<file path="src/rtl/osd_vram_wr_arbiter_if.sv">
// Requester/VRAM bus of the OSD character-VRAM write arbiter.
// The slave modport is the arbiter side; the master modport is the writer/VRAM side.
interface osd_vram_wr_arbiter_if #(
  parameter int NUM_REQ = 3
);
  localparam int OW = $clog2(NUM_REQ);

  logic                 wr_allow;
  logic [NUM_REQ-1:0]   req_valid;
  logic [NUM_REQ-1:0]   req_ready;
  logic [NUM_REQ*16-1:0] req_addr;
  logic [NUM_REQ*8-1:0] req_data;
  logic [NUM_REQ-1:0]   req_last;
  logic                 vram_we;
  logic [15:0]          vram_addr;
  logic [7:0]           vram_data;
  logic                 busy;
  logic [OW-1:0]        owner;
  logic [7:0]           drop_count;

  modport slave (
    input  wr_allow, req_valid, req_addr, req_data, req_last,
    output req_ready, vram_we, vram_addr, vram_data, busy, owner, drop_count
  );

  modport master (
    output wr_allow, req_valid, req_addr, req_data, req_last,
    input  req_ready, vram_we, vram_addr, vram_data, busy, owner, drop_count
  );
endinterface

</file>
<file path="src/rtl/osd_vram_wr_arbiter.sv">
// OSD VRAM write-port arbiter: requester 0 fixed priority, others round-robin,
// locked bursts ending on last, gated by wr_allow, out-of-range beats dropped.
module osd_vram_wr_arbiter #(
  parameter int NUM_REQ = 3,
  parameter int COLS    = 40,
  parameter int ROWS    = 20
) (
  input  logic                   clk,
  input  logic                   rst,
  osd_vram_wr_arbiter_if.slave   bus
);
  localparam int          DEPTH = COLS * ROWS;
  localparam int          OW    = $clog2(NUM_REQ);
  localparam int unsigned NR    = NUM_REQ;

  typedef enum logic {S_IDLE, S_LOCK} state_t;

  state_t             r_state, w_next_state;
  logic [OW-1:0]      r_owner, r_rr_ptr;
  logic [OW-1:0]      w_winner, w_sel;
  logic               w_found;
  logic [NUM_REQ-1:0] w_ready;
  logic               w_acc, w_last, w_in_range;
  logic [15:0]        w_addr;
  logic [7:0]         w_data;
  logic               r_vram_we;
  logic [15:0]        r_vram_addr;
  logic [7:0]         r_vram_data;
  logic [7:0]         r_drop;

  // Idle winner: 0 first, else cyclic search from rr_ptr+1 over 1..NUM_REQ-1
  always_comb begin
    int unsigned c;
    c        = 0;
    w_winner = '0;
    w_found  = 1'b0;
    if (bus.req_valid[0]) begin
      w_found = 1'b1;
    end else begin
      for (int unsigned k = 1; k < NR; k++) begin
        c = 32'(r_rr_ptr) + k;
        if (c >= NR) c = c - (NR - 1);
        if (!w_found && bus.req_valid[c[OW-1:0]]) begin
          w_found  = 1'b1;
          w_winner = c[OW-1:0];
        end
      end
    end
  end

  always_ff @(posedge clk or posedge rst) begin
    if (rst) r_state <= S_IDLE;
    else     r_state <= w_next_state;
  end

  always_comb begin
    w_next_state = r_state;
    case (r_state)
      S_IDLE:  if (w_acc && !w_last) w_next_state = S_LOCK;
      S_LOCK:  if (w_acc && w_last)  w_next_state = S_IDLE;
      default: w_next_state = S_IDLE;
    endcase
  end

  always_comb begin
    w_sel   = (r_state == S_LOCK) ? r_owner : w_winner;
    w_ready = '0;
    if (!rst && bus.wr_allow && (r_state == S_LOCK || w_found) && bus.req_valid[w_sel])
      w_ready[w_sel] = 1'b1;
  end

  assign w_acc      = |w_ready;
  assign w_last     = bus.req_last[w_sel];
  assign w_addr     = bus.req_addr[32'(w_sel)*16 +: 16];
  assign w_data     = bus.req_data[32'(w_sel)*8 +: 8];
  assign w_in_range = (w_addr < 16'(DEPTH));

  always_ff @(posedge clk or posedge rst) begin
    if (rst) begin
      r_vram_we   <= 1'b0;
      r_vram_addr <= '0;
      r_vram_data <= '0;
      r_owner     <= '0;
      r_rr_ptr    <= '0;
      r_drop      <= '0;
    end else begin
      r_vram_we <= w_acc && w_in_range;
      if (w_acc) begin
        r_owner <= w_sel;
        if (w_in_range) begin
          r_vram_addr <= w_addr;
          r_vram_data <= w_data;
        end else if (r_drop != '1) begin
          r_drop <= r_drop + 8'd1;
        end
        if (w_last && w_sel != '0) r_rr_ptr <= w_sel;
      end
    end
  end

  assign bus.req_ready  = w_ready;
  assign bus.vram_we    = r_vram_we;
  assign bus.vram_addr  = r_vram_addr;
  assign bus.vram_data  = r_vram_data;
  assign bus.busy       = (r_state == S_LOCK);
  assign bus.owner      = r_owner;
  assign bus.drop_count = r_drop;
endmodule

</file>
<file path="src/flat_wrapper.sv">
// flat-port wrapper written by rule: the top's interface ports become plain ports
module osd_vram_wr_arbiter_flat 
#(
  parameter int NUM_REQ = 3,
  parameter int COLS    = 40,
  parameter int ROWS    = 20
)
  (clk, rst, bus_wr_allow, bus_req_valid, bus_req_addr, bus_req_data, bus_req_last, bus_req_ready, bus_vram_we, bus_vram_addr, bus_vram_data, bus_busy, bus_owner, bus_drop_count);
  osd_vram_wr_arbiter_if #(.NUM_REQ(NUM_REQ)) bus_i ();
  input  logic clk;
  input  logic rst;
  input wire logic [$bits(bus_i.wr_allow)-1:0] bus_wr_allow;
  input wire logic [$bits(bus_i.req_valid)-1:0] bus_req_valid;
  input wire logic [$bits(bus_i.req_addr)-1:0] bus_req_addr;
  input wire logic [$bits(bus_i.req_data)-1:0] bus_req_data;
  input wire logic [$bits(bus_i.req_last)-1:0] bus_req_last;
  output wire logic [$bits(bus_i.req_ready)-1:0] bus_req_ready;
  output wire logic [$bits(bus_i.vram_we)-1:0] bus_vram_we;
  output wire logic [$bits(bus_i.vram_addr)-1:0] bus_vram_addr;
  output wire logic [$bits(bus_i.vram_data)-1:0] bus_vram_data;
  output wire logic [$bits(bus_i.busy)-1:0] bus_busy;
  output wire logic [$bits(bus_i.owner)-1:0] bus_owner;
  output wire logic [$bits(bus_i.drop_count)-1:0] bus_drop_count;
  assign bus_i.wr_allow = bus_wr_allow;
  assign bus_i.req_valid = bus_req_valid;
  assign bus_i.req_addr = bus_req_addr;
  assign bus_i.req_data = bus_req_data;
  assign bus_i.req_last = bus_req_last;
  assign bus_req_ready = bus_i.req_ready;
  assign bus_vram_we = bus_i.vram_we;
  assign bus_vram_addr = bus_i.vram_addr;
  assign bus_vram_data = bus_i.vram_data;
  assign bus_busy = bus_i.busy;
  assign bus_owner = bus_i.owner;
  assign bus_drop_count = bus_i.drop_count;
  osd_vram_wr_arbiter #(.NUM_REQ(NUM_REQ), .COLS(COLS), .ROWS(ROWS)) u_core (.clk(clk), .rst(rst), .bus(bus_i));
endmodule
</file>
<file path="config.mk">
export PLATFORM = sky130hd
export DESIGN_NAME = osd_vram_wr_arbiter_flat
export DESIGN_NICKNAME = d
export VERILOG_FILES = /design/src/rtl/osd_vram_wr_arbiter_if.sv /design/src/rtl/osd_vram_wr_arbiter.sv /design/src/flat_wrapper.sv
export SDC_FILE = /design/constraint.sdc
export NUM_CORES = 1
export LEC_CHECK = 0
export BUFFER_PORTS_ARGS = -buffer_cell sky130_fd_sc_hd__buf_2
export CAP_MARGIN = 15
export CELL_PAD_IN_SITES_DETAIL_PLACEMENT = 0
export CELL_PAD_IN_SITES_GLOBAL_PLACEMENT = 2
export CORE_ASPECT_RATIO = 0.8
export CORE_MARGIN = 3
export CORE_UTILIZATION = 28
export CTS_BUF_LIST = sky130_fd_sc_hd__clkbuf_16
export DETAILED_ROUTE_END_ITERATION = 10
export GPL_TIMING_DRIVEN = 0
export PLACE_DENSITY = 0.81
export SYNTH_ARGS = -nofsm -noshare
export SYNTH_HDL_FRONTEND = slang
export SYNTH_SLANG_ARGS = --single-unit
</file>
<file path="constraint.sdc">
create_clock -name clk -period 7.5 [get_ports clk]
set_input_delay 0.375 -clock clk [delete_from_list [all_inputs] [get_ports clk]]
set_output_delay 0.375 -clock clk [all_outputs]
set_load 0.03 [all_outputs]
</file>
After elaboration in Yosys (flattened, before gate mapping)
Cells that the tools add are included.
Cells by class
  add/sub/neg operators: 5
  multipliers: 0
  div/mod/pow operators: 0
  order comparisons: 7
  equality and inequality tests: 1
  shift operators: 2
  muxes and demuxes: 26
  bitwise operators: 2
  reductions and logical operators: 18
Operators by type and width (number)
  $shiftx 48x7->16: 1
  $shiftx 24x6->8: 1
  $lt 16x10->1 const B: 1
  $mux 2: 8
  $mux 1: 11
  $logic_and 1x1->1: 9
  $lt 2x3->1 const B: 3
  $add 8x1->8 const B: 1
  $bmux 1 s2: 4
  $ne 8x8->1 const B: 1
  $ge 3x2->1 const B: 2
  $reduce_and 2->1: 2
  $sub 2x2->2 const B: 2
  $add 2x1->3 const B: 1
  $add 2x2->3 const B: 1
  $logic_not 1->1: 3
  $mux 3: 1
  $reduce_and 3->1: 1
  $reduce_or 3->1: 1
  $demux 1 s2: 1
  $ge 2x1->1 const B: 1
  $not 1->1: 2
  $pmux 1 s2: 1
  $reduce_bool 2->1: 1
  $logic_or 1x1->1: 1
Storage, ports and cells
  bits in registers: 38
  latch bits: 0
  RAM bits: 0
  ROM bits: 0
  input port bits: 81
  output and inout bits: 39
  word-level logic and storage cells: 68
  memories: 0

Longest topological paths before layout
  depth after elaboration: 22
  depth in mapped cells: 10
  mapped depth without buffers: 7

Worst setup path before layout
No wires, ideal clock.
  path type: input -> register
  from: input port rst
  to: register u_core.r_drop[1] (netlist: u_core.bus.drop_count[1])
  setup time: 0.125 ns
  arrival: 2.560 ns
  required time: 7.375 ns
  setup slack: 4.816 ns
  stages: 6
  buffers on the path: 0
  path through: inv_1 nand2_1 a211oi_2 o21ai_2 a21oi_1 mux2_2
On the way
  longest elaborated chain between the ends: 7
Ends and longest elaborated chain
  start, declared: line flat_wrapper.sv:11  | input logic rst;
  $logic_not 1->1 (no line)
  $logic_and 1x1->1 (3 in series): line osd_vram_wr_arbiter.sv:68  | if (!rst && bus.wr_allow && (r_state == S_LOCK || w_found) && bus.req_valid[w_sel])
  $mux 3: line osd_vram_wr_arbiter.sv:68
  $reduce_or 3->1: line osd_vram_wr_arbiter.sv:72  | assign w_acc = |w_ready;
  $reduce_and 3->1 (no line)
  end signal, assigned: line osd_vram_wr_arbiter.sv:94  | r_drop <= r_drop + 8'd1;
  end, declared: line osd_vram_wr_arbiter.sv:29  | logic [7:0] r_drop;
Every way passes these cells.
A chain may end at the register's enable or synchronous reset.

==> run_results.csv <==
group,metric,value,unit
run_status,outcome,"finished, final reports clean",
synthesis,synth_area_per_cell,10.9,um^2
worst_setup_path,end_kind,"output pin",
synthesis,yosysWarnings,0,
drt,routed-via-count,2088,
place,place.port_buffers,119,
pwr,cellPowerDensity,344,mW/mm^2
timing,skew,5.83,ps
synthesis,async_flop_share,1.00,
timing,relSlewSlack,0.445,
drt,routed_via_density,4.70,
drt,wl_per_cell,15.5,um
worst_setup_path,critical_path_arrival,2370,ps
synthesis,yosysSeqAreaShare,0.411,
clock_tree,ctsHoldBuffers,0,
clock_tree,root_buffer,"clkbuf_16",
global_route,antenna_found_initial,0,
synthesis,synth-edff-count,0,
timing,maxSlewViolCount,0,
worst_setup_path,crit_fanout,10,
floorplanning,core_area,0.00771,mm^2
layout,synthToLayoutAreaGrowth,39.8,%
worst_setup_path,start_kind,"flip-flop",
layout,drive_gt1_frac,0.496,
pwr,p_total,1.11,mW
clock_tree,clock_path_buffers,2,
synthesis,ys_types,50,
hold_path,hold_path_class,"in2async",
clock_tree,path_clk_slew,60,ps
drt,firstDrtPassIters,4,
global_route,use_met2,0.221,
drt,drc,0,
worst_setup_path,cp_num_buf_inv,3,
timing,fin_tns_setup,0,ps
global_route,grt_max_degree,40,
layout,n_antenna_cell,0,
synthesis,synthFlopType,"dfrtp_1",
clock_tree,post_cts_resized,0,
clock_tree,cts.sinks,38,
floorplanning,die_h,87.3,um
layout,multi_input_area,0.00128,mm^2
place,gp_congestion,0.760,
timing,final-hold-violation-count,0,
clock_tree,insertion_delay,280,ps
synthesis,synth_fp_nets,294,
worst_setup_path,cpPeakStageDelay,430,ps
global_route,gr-total-overflow,0,
synthesis,synth_cells,212,
clock_tree,ctsHtreeMaxLevel,2,
pwr,leakage,1.75,nW
clock_tree,post_cts_buffers,0,
floorplanning,dieArea,0.00939,mm^2
worst_setup_path,path_cells,"buf_6 > or2_4 > o31ai_4 > clkbuf_1 > nand2_1 > nor2_1 > buf_2",
layout,nets,420,
pwr,peakVddDrop,135,uV
drt,ant_nets,0,
layout,finalNonFillerCells,444,
timing,setup_viol,0,
global_route,grt_pass1_wl,10400,um
drt,drtIter0Drc,61,
timing,fin_crit,2750,ps
timing,period_share,0.367,
synthesis,ys_ff_latch,38,
synthesis,synth_area,0.00231,mm^2
worst_setup_path,cp.required,7120,ps
layout,fillers,778,
place,dp.cells,436,
timing,tightest_slew,831,ps
timing,fin_ws,4750,ps
global_route,grtUsageTotal,0.141,
global_route,use_met1,0.202,
place,dp_hpwl,5340,um
global_route,busiest_layer,"met2",
clock_tree,cts_inserted_buffers,5,
global_route,use_met3,0.0356,
timing,holdWs,260,ps
run,drv_cap,0,
floorplanning,initial_core_util,0.300,
drt,drt-total-wl,6870,um
floorplanning,io_pins,120,
layout,seqCellArea,951,um^2
timing,grt_setup_unrepaired,"no",
worst_setup_path,critPathKind,"reg2out",
global_route,grt_pass1_vias,1983,
floorplanning,die-width,108,um
worst_setup_path,crit_slowest_cell,"clkbuf_1",
place,pre_cts_ws,4610,ps
clock_tree,cts_tree,"done",
timing,max_freq,0.364,GHz
floorplanning,fp-row-count,28,
worst_setup_path,critPathTopFamily,"buffers and inverters",
-- path summary, 6_finish.rpt --
kind | start | endpoint | slack, ps | cells after the start
hold reg to reg | u_core.bus.vram_addr[15]$_DFFE_PP0P_ | u_core.bus.vram_addr[15]$_DFFE_PP0P_ | 480 | 1
max in group asynchronous | rst | u_core.bus.vram_addr[4]$_DFFE_PP0P_ | 6710 | 2
hold / removal | rst | u_core.bus.drop_count[1]$_DFFE_PP0P_ | 260 | 2
min in group clk | bus_req_data[19] | u_core.bus.vram_data[3]$_DFFE_PP0P_ | 430 | 4
setup / recovery | flip-flop | bus_req_ready[2] | 4750 | 7
setup reg to reg | flip-flop | u_core.bus.vram_addr[3]$_DFFE_PP0P_ | 4810 | 8
-- layer usage --
metal  up-vias  routed length, um  part of all wire
met4         0                 25            0.0036
met2        91               2960              0.43
met5         -                  0                 0
met1       967               3350              0.49
li1       1026                  -                 -
met3         4                531             0.077
-- synthesized netlist by cell type, types with 2 or more instances --
master	number	area, um^2
inv_1	5	18.8
a2111oi_2	2	30.0
nand2_1	27	101
a21oi_1	2	10.0
buf_2	2	10.0
and2_1	6	37.5
dfrtp_1	38	951
and3_1	3	18.8
or4_1	2	15.0
mux2i_1	19	190
nor3_1	4	20.0
o21ai_0	21	105
nor2_1	6	22.5
clkbuf_1	2	7.51
a21o_1	2	15.0
buf_6	3	33.8
nand3_1	8	40.0
mux2_4	13	195
xor2_1	7	61.3
a211oi_1	4	30.0
mux2_2	7	78.8
-- sequential cells by signal, summed over array words and instances (netlist names), named ones only --
name,count
u_core.bus.owner,2
u_core.bus.vram_addr,16
u_core.bus.vram_we,1
u_core.r_rr_ptr,2
u_core.bus.vram_data,8
u_core.bus.drop_count,8
-- cell usage in the layout, fill, tap and decap left out, types with 2 or more instances in the layout --
cell and instances:
a2111oi_2 2, a211oi_1 4, a21o_1 2, a21oi_1 2, and2_1 6, and3_1 3, buf_2 121, buf_6 3
bufinv_16 2, clkbuf_1 2, clkbuf_16 5, dfrtp_1 38, inv_1 4, mux2_2 7, mux2_4 13, mux2i_1 19
nand2_1 27, nand3_1 8, nor2_1 6, nor3_1 4, o21ai_0 21, or4_1 2, xor2_1 7
-- through the flow --
| step | area [um^2] | util |
|---|---|---|
| 6_report | 3230 | 0.419 |
| 3_5_place_dp | 3040 | 0.394 |
| 5_1_grt | 3230 | 0.419 |
| 2_1_floorplan | 2310 | - |
| 3_3_place_gp | 3040 | 0.394 |
| 4_1_cts | 3230 | 0.419 |
-- where the power goes --
group	switching [mW]	leakage, nW	internal (mW)
Sequential	0.0507	0.499	0.269
Combinational	0.319	1.16	0.198
Clock	0.0853	0.0940	0.191
-- layout make-up --
type | instances | area share
clock buffers | 5 | 0.0387
flip-flops and latches | 38 | 0.294
repair buffers | 119 | 0.184
well taps | 105 | 0.0407
clock inverters | 3 | 0.0213
plain buffers | 9 | 0.0194
inverters | 5 | 0.00581
multi-input cells | 160 | 0.396
-- kinds of logic (layout without fill, tap and decap cells) --
family / Yosys count / after routing / synth area share
buffers and inverters: 14 / 141 / 0.0352
flip-flops: 38 / 38 / 0.411
AO/OA/AOI/OAI: 48 / 48 / 0.171
multiplexers: 39 / 39 / 0.201
XOR/XNOR: 7 / 7 / 0.0265
AND/OR/NAND/NOR: 65 / 65 / 0.150
adder cells (fa/ha/maj): 1 / 1 / 0.00541
Note: power is estimated with default switching activity, not from simulation.
